$ cat src/rtl/div5_pkg.sv
// Shared mod-15 arithmetic and state encoding for the nibble transmitter and
// the matching divisibility detector.
package div5_pkg;

    localparam int NIBBLE_W = 4;
    localparam int MOD      = 15;

    typedef enum logic [1:0] {
        IDLE  = 2'd0,
        SEND  = 2'd1,
        CHECK = 2'd2
    } state_t;

    // End-around-carry add; both 0 and 15 stand for residue 0.
    function automatic logic [NIBBLE_W-1:0] add1c(input logic [NIBBLE_W-1:0] a,
                                                  input logic [NIBBLE_W-1:0] b);
        logic [NIBBLE_W:0] s;
        s = {1'b0, a} + {1'b0, b};
        return s[NIBBLE_W] ? (s[NIBBLE_W-1:0] + 4'd1) : s[NIBBLE_W-1:0];
    endfunction

    function automatic logic [NIBBLE_W-1:0] check_nibble(input logic [NIBBLE_W-1:0] acc);
        return (acc == 4'h0) ? 4'h0 : ~acc;
    endfunction

endpackage

$ cat src/rtl/mod15_acc.sv
// 4-bit end-around-carry accumulator with synchronous clear and enable.
module mod15_acc
    import div5_pkg::*;
(
    input  logic       clk,
    input  logic       rst,
    input  logic       i_clr,
    input  logic       i_en,
    input  logic [3:0] i_nibble,
    output logic [3:0] o_acc
);

    logic [3:0] r_acc;

    always_ff @(posedge clk) begin
        if (rst || i_clr) begin
            r_acc <= 4'h0;
        end else if (i_en) begin
            r_acc <= add1c(r_acc, i_nibble);
        end
    end

    assign o_acc = r_acc;

endmodule

$ cat src/rtl/nibble_tx_mod15.sv
// Streams a word LS nibble first, then a check nibble that makes the
// mod-15 sum of the frame zero.
module nibble_tx_mod15
    import div5_pkg::*;
#(
    parameter int BIT_WIDTH = 32
) (
    input  logic                 clk,
    input  logic                 rst,
    input  logic                 in_valid,
    output logic                 in_ready,
    input  logic [BIT_WIDTH-1:0] in_data,
    output logic                 out_valid,
    input  logic                 out_ready,
    output logic [3:0]           out_nibble,
    output logic                 out_last,
    output logic [1:0]           dbg_state
);

    localparam int N  = BIT_WIDTH / NIBBLE_W;
    localparam int CW = $clog2(N);

    state_t               r_state;
    state_t               w_next_state;
    logic [BIT_WIDTH-1:0] r_shift;
    logic [CW-1:0]        r_cnt;
    logic [3:0]           w_acc;
    logic                 w_in_hs;
    logic                 w_data_hs;
    logic                 w_last_beat;

    assign w_in_hs     = in_valid && (r_state == IDLE);
    assign w_data_hs   = (r_state == SEND) && out_ready;
    assign w_last_beat = (r_cnt == CW'(N - 1));
    assign dbg_state   = r_state;

    always_ff @(posedge clk) begin
        if (rst) begin
            r_state <= IDLE;
            r_shift <= '0;
            r_cnt   <= '0;
        end else begin
            r_state <= w_next_state;
            if (w_in_hs) begin
                r_shift <= in_data;
                r_cnt   <= '0;
            end else if (w_data_hs) begin
                r_shift <= r_shift >> NIBBLE_W;
                r_cnt   <= r_cnt + CW'(1);
            end
        end
    end

    always_comb begin
        w_next_state = r_state;
        in_ready     = 1'b0;
        out_valid    = 1'b0;
        out_last     = 1'b0;
        out_nibble   = 4'h0;
        case (r_state)
            IDLE: begin
                in_ready = 1'b1;
                if (in_valid) w_next_state = SEND;
            end
            SEND: begin
                out_valid  = 1'b1;
                out_nibble = r_shift[3:0];
                if (out_ready && w_last_beat) w_next_state = CHECK;
            end
            CHECK: begin
                // acc is frozen here, so the check nibble holds under backpressure.
                out_valid  = 1'b1;
                out_last   = 1'b1;
                out_nibble = check_nibble(w_acc);
                if (out_ready) w_next_state = IDLE;
            end
            default: w_next_state = IDLE;
        endcase
    end

    mod15_acc u_acc (
        .clk      (clk),
        .rst      (rst),
        .i_clr    (w_in_hs),
        .i_en     (w_data_hs),
        .i_nibble (r_shift[3:0]),
        .o_acc    (w_acc)
    );

endmodule

$ cat config.mk
export PLATFORM = sky130hd
export DESIGN_NAME = nibble_tx_mod15
export DESIGN_NICKNAME = d
export VERILOG_FILES = /design/src/rtl/div5_pkg.sv /design/src/rtl/mod15_acc.sv /design/src/rtl/nibble_tx_mod15.sv
export SDC_FILE = /design/constraint.sdc
export NUM_CORES = 1
export LEC_CHECK = 0
export ABC_CLOCK_PERIOD_IN_PS = 4100
export CAP_MARGIN = 30
export CORE_MARGIN = 3
export CORE_UTILIZATION = 49
export CTS_CLUSTER_DIAMETER = 150
export DETAILED_ROUTE_END_ITERATION = 8
export HOLD_SLACK_MARGIN = 0.06
export PLACE_DENSITY = 0.89
export RECOVER_POWER = 100
export SYNTH_ARGS = -nofsm -noshare
export SYNTH_HDL_FRONTEND = slang
export SYNTH_SLANG_ARGS = --single-unit
export TNS_END_PERCENT = 50
$ cat constraint.sdc
create_clock -name clk -period 4.1 [get_ports clk]
set_clock_uncertainty 0.2 [all_clocks]
set_input_delay 1.025 -clock clk [delete_from_list [all_inputs] [get_ports clk]]
set_output_delay 1.025 -clock clk [all_outputs]
set_load 0.005 [all_outputs]
## After elaboration in Yosys (flattened, before gate mapping)

Index checks and enable logic that the tools add are counted.

- Register bits after elaboration: 41
- Input port bits: 36
- Output and inout port bits: 9
- Logic and storage cells: 36

- Add/sub/neg operators: 3
- Equality and inequality tests: 6
- Mux-type cells: 12
- Bitwise gates (word level): 1
- Reductions and logical operators: 10

Operator list:

| kind | number |
|---|---|
| two-way mux 32 bit | 2 |
| two-way mux 4 bit | 2 |
| one-hot mux 4 bit (2 select lines) | 1 |
| two-way mux 2 bit | 3 |
| one-hot mux 2 bit (3 select lines) | 1 |
| adder 4 x 4 -> 5 bit | 1 |
| adder 4 x 1 -> 4 bit (second input constant) | 1 |
| zero test 4 bit | 1 |
| inequality test 2 bit (second input constant) | 2 |
| inverter 4 bit | 1 |
| OR reduction 2 bit | 2 |
| adder 3 x 1 -> 3 bit (second input constant) | 1 |
| == test 3 bit (second input constant) | 1 |
| logical AND 1 bit | 3 |
| two-way mux 1 bit | 3 |
| AND reduction 3 bit | 1 |
| == test 2 x 1 -> 1 bit (second input constant) | 1 |
| == test 2 bit (second input constant) | 1 |
| zero test 2 bit | 1 |
| inequality test 2 x 1 -> 1 bit (second input constant) | 1 |
| nonzero test 2 bit | 1 |
| logical OR 1 bit | 1 |

## Depth between registers and ports, before layout

- Word-level depth: 4
- Gate-level depth with buffers: 7
- Gate-level depth less buffers: 7

## Modules after synthesis

A second synthesis with hierarchy kept.

- Cell total of the unflattened synthesis: 263
- Area, all modules: 2312.2 µm²

Modules (own cells, without submodules):

| module | times used | cells each | area an instance (µm²) | seq. area each (µm²) |
|---|---|---|---|---|
| nibble_tx_mod15 | 1 | 224 | 1964.4 | 740.7 |
| mod15_acc | 1 | 39 | 347.8 | 80.1 |

## Least setup slack after synthesis

No wires, ideal clock.

- Path type: register to output
- Start point: register u_acc.r_acc[1] (netlist: u_acc.o_acc[1])
- End point: output port out_nibble[0]
- Arrival: 1.075 ns
- Data required time: 2.875 ns
- Slack: 1.800 ns
- Cell stages (with the launch flop): 4
- Path buffers: 0
- Cells stage by stage: dfxtp_1 o41ai_1 o21ai_0 and2_1

- Longest elaborated chain between the ends: 3

RTL lines:

| element | line | source |
|---|---|---|
| from (decl) | mod15_acc.sv:13 | `logic [3:0] r_acc;` |
| from (signal assigned) | mod15_acc.sv:19 | `r_acc <= add1c(r_acc, i_nibble);` |
| zero test 4 bit | div5_pkg.sv:23 | `return (acc == 4'h0) ? 4'h0 : ~acc;` |
| two-way mux 4 bit | div5_pkg.sv:23 |  |
| one-hot mux 4 bit (2 select lines) | nibble_tx_mod15.sv:60 | `case (r_state)` |
| to (decl) | nibble_tx_mod15.sv:15 | `output logic [3:0] out_nibble,` |

No other way between the ends.

## Worst setup path in the final report

- Start point: input port out_ready
- End point: register r_shift[31]

- Longest elaborated chain between the ends: 2

RTL lines:

| element | line | source |
|---|---|---|
| from (decl) | nibble_tx_mod15.sv:14 | `input logic out_ready,` |
| logical AND 1 bit | nibble_tx_mod15.sv:33 | `assign w_data_hs = (r_state == SEND) && out_ready;` |
| nonzero test 2 bit (no source line) | n/a |  |
| to (signal assigned) | nibble_tx_mod15.sv:45 | `r_shift <= in_data;` |
| to (signal assigned) | nibble_tx_mod15.sv:48 | `r_shift <= r_shift >> NIBBLE_W;` |
| to (decl) | nibble_tx_mod15.sv:25 | `logic [BIT_WIDTH-1:0] r_shift;` |

No other way between the ends.
A chain may end at the register's enable or synchronous reset.

==> impl_metrics.toml <==
[routing]
ant_nets = 0
viasPerCell = 5.66
wl_um = 4860
drtIter0Drc = 138
first_pass_iters = 5
drc = 0
routedWlPerCell_um = 14.2
wl_met1_um = 2290
vias = 1940
wl_met2_um = 2210
top_layer_used = "met4"
met3_length_um = 230

[synth]
ys_seq_elements = 41
synth_top_area_frac = 0.402
synth_edf_count = 0
netlist_instances = 255
synth_nets = 303
avgSynthCellArea_sq_um = 8.00
ys_seq_area_frac = 0.402
ys_async_sr_fraction = 0
yosysUniqueCellTypes = 30
yosysWarnings = 0
yosys.area.top_type = "dfxtp_1"
synthTopCellsByArea = "dfxtp_1 (40%), nand2_1 (13%), a311oi_1 (12%), nor2_1 (7.0%), ha_1 (6.7%)"
synth_flop_cell = "dfxtp_1"
syn-cell-area_sq_um = 2040

[clock_network]
cts.sinks = 41
postCtsHoldBufs = 0
cts_tree = "yes"
post_cts_buffers = 0
clk_latency_ns = 0.29
cts_resized = 0
clock-root-buffer = "clkbuf_8"
cts_max_level = 2
clock_path_buffers = 2
clk_pin_slew_ns = 0.08
cts_buffers = 5

[critical_path]
cp_num_buf_inv = 2
cpMaxStageDelayCell = "clkbuf_1"
cpPeakStageDelay_ns = 1.11
crit_path_start_kind = "input pin"
path_cells = "dlygate4sd3_1 > and2_1 > clkbuf_1 > nor2_1 > a22oi_1 > nor2_1"
critPathCaptureType = "register"
critPathArrivalTime_ns = 3.40
required_ns = 4.07
critical_path.max_fanout = 37
crit_family = "buffers and inverters"
criticalPathCategory = "input pin to register"
crit_top_cell = "nor2_1"

[floorplan]
fp-row-count = 22
start_util = 0.533
ioPinCount = 45
die_h_um = 70.5
core_region_area_sq_um = 3830
die_area_sq_um = 4980
die_x_um = 70.5

[layout]
final_util = 0.685
fillerInstances = 329
areaGrowthSynthToFinish_pct = 28.5
fin_nets = 342
finalInstanceArea_sq_um = 2620
layout-drive-gt1-share = 0.0441
diodes = 0

[timing]
fin_crit_ns = 3.43
slew_headroom = -0.0271
timing.hold.ws_ns = 0.271
finalHoldViolCount = 0
tns_ns = 0
max_freq_ghz = 0.292
setup_violations = 0
slew_viol_final = 38
rsz0062_at_grt = "false"
worst_pin_slew_ns = 1.54
fin_crit_sh = 0.836

[pwr]
pwr-share-clk = 0.320
share_comb_of_total_power = 0.263
p_leak_nw = 0.998
p_int_w = 0.000841
swShare = 0.296
p_switching_w = 0.000353
peakVddDrop_uv = 308
total_power_w = 0.00119
seqPwrFrac = 0.416
power_density_nw_per_um2 = 455

[placed_design]
gp_congestion = 0.836
io_buffers = 44
placed_area_sq_um = 2500
hpwl_um = 3310

[hold_path]
min_path_type = "register to register"

[grt]
track_usage = 0.200
grt_max_degree = 38
grt_pass1_vias = 1922
grt_overflow = 0
grt_first_pass_wirelength_um = 8160
antenna_found_initial = 0

[outcome]
status = "finished, violations left"
violations = "max-capacitance violations, max-slew violations"

[run]
maxCapViolations = 1
flip-flops by register name, summed over array words and instances (netlist names):
signal       cells
u_acc.o_acc      4
r_shift         32
dbg_state        2
r_cnt            3
routing by layer:
metal / track usage / vias up
li1: - / 971
met3: 0.0582 / 15
met5: 0 / -
met4: 0.0856 / 0
met1: 0.239 / 903
met2: 0.335 / 51
worst paths after layout:
kind                     start          end  slack, ns  cells after the start
hold / removal        r_cnt[1]     r_cnt[1]       0.27                      2
setup / recovery     out_ready  r_shift[31]       0.67                      6
hold reg to reg       r_cnt[1]     r_cnt[1]       0.27                      2
setup reg to reg  dbg_state[0]  r_shift[31]       1.19                      6
placed cells by master (no fill, tap or decap), types with 2 or more instances in the layout:
| master | instances |
|---|---|
| a211oi_1 | 2 |
| a21oi_1 | 9 |
| a22oi_1 | 4 |
| a311oi_1 | 29 |
| and2_1 | 5 |
| buf_4 | 4 |
| bufinv_16 | 2 |
| clkbuf_8 | 5 |
| clkdlybuf4s50_1 | 34 |
| dfxtp_1 | 41 |
| dlygate4sd3_1 | 10 |
| ha_1 | 11 |
| inv_1 | 4 |
| nand2_1 | 70 |
| nand2b_1 | 2 |
| nand3_1 | 2 |
| nor2_1 | 38 |
| o21ai_0 | 6 |
| xnor2_1 | 2 |
cells in the mapped netlist (all sizes together) (2+ instances only):
| cell | number |
|---|---|
| xnor2 | 2 |
| a311oi | 29 |
| and2 | 6 |
| clkbuf | 10 |
| nand2b | 2 |
| inv | 4 |
| a22oi | 4 |
| o21ai | 6 |
| nor2 | 38 |
| nand2 | 70 |
| ha | 11 |
| nand3 | 2 |
| dfxtp | 41 |
| a211oi | 3 |
| buf | 7 |
| a21oi | 9 |
per-stage QoR:
| step | instances | worst slack (ns) |
|---|---|---|
| 6_report | 343 | 0.671 |
| 5_1_grt | 343 | 0.395 |
| 4_1_cts | 343 | 0.858 |
| 3_5_place_dp | 335 | 0.989 |
| 3_3_place_gp | 335 | 1.06 |
| 2_1_floorplan | 255 | 1.80 |
worst reg2reg max path: cells and delay by family, from the launching register on:
family / cells / cell delay (ns)
and+or+nand+nor: 3 / 0.46
adders and majority gates: 1 / 0.35
buffers and inverters: 1 / 1.11
DFF: 1 / 0.42
AOI/OAI and AO/OA: 1 / 0.24
cells by family (layout without fill, tap and decap cells):
group / Yosys count / in the layout / synth area share
DFF: 41 / 41 / 0.402
AOI/OAI and AO/OA: 56 / 56 / 0.212
muxes: 1 / 1 / 0.00491
and+or+nand+nor: 121 / 121 / 0.237
adders and majority gates: 12 / 12 / 0.0773
buffers and inverters: 21 / 61 / 0.0472
xor gates and xnor gates: 3 / 3 / 0.0196
power groups by stage:
| stage | registers (W) | logic [W] | clock network (W) |
|---|---|---|---|
| 5_1_grt | 0.000504 | 0.000351 | 0.000404 |
| 6_report | 0.000497 | 0.000314 | 0.000383 |
| 2_1_floorplan | 0.000494 | 0.000217 | 0 |
| 3_3_place_gp | 0.000503 | 0.000306 | 0 |
| 4_1_cts | 0.000497 | 0.000321 | 0.000383 |
| 3_5_place_dp | 0.000505 | 0.000317 | 0 |
layout make-up:
type / count / area [sq um] / share of cell area
inverter: 4 / 15.0 / 0.00573
clock inverter: 3 / 65.1 / 0.0248
multi-input combinational: 193 / 1120 / 0.427
sequential: 41 / 821 / 0.313
clock buffer: 5 / 68.8 / 0.0262
timing repair buffer: 49 / 474 / 0.181
tap: 48 / 60.1 / 0.0229
Power figures use the tool's default switching activity.
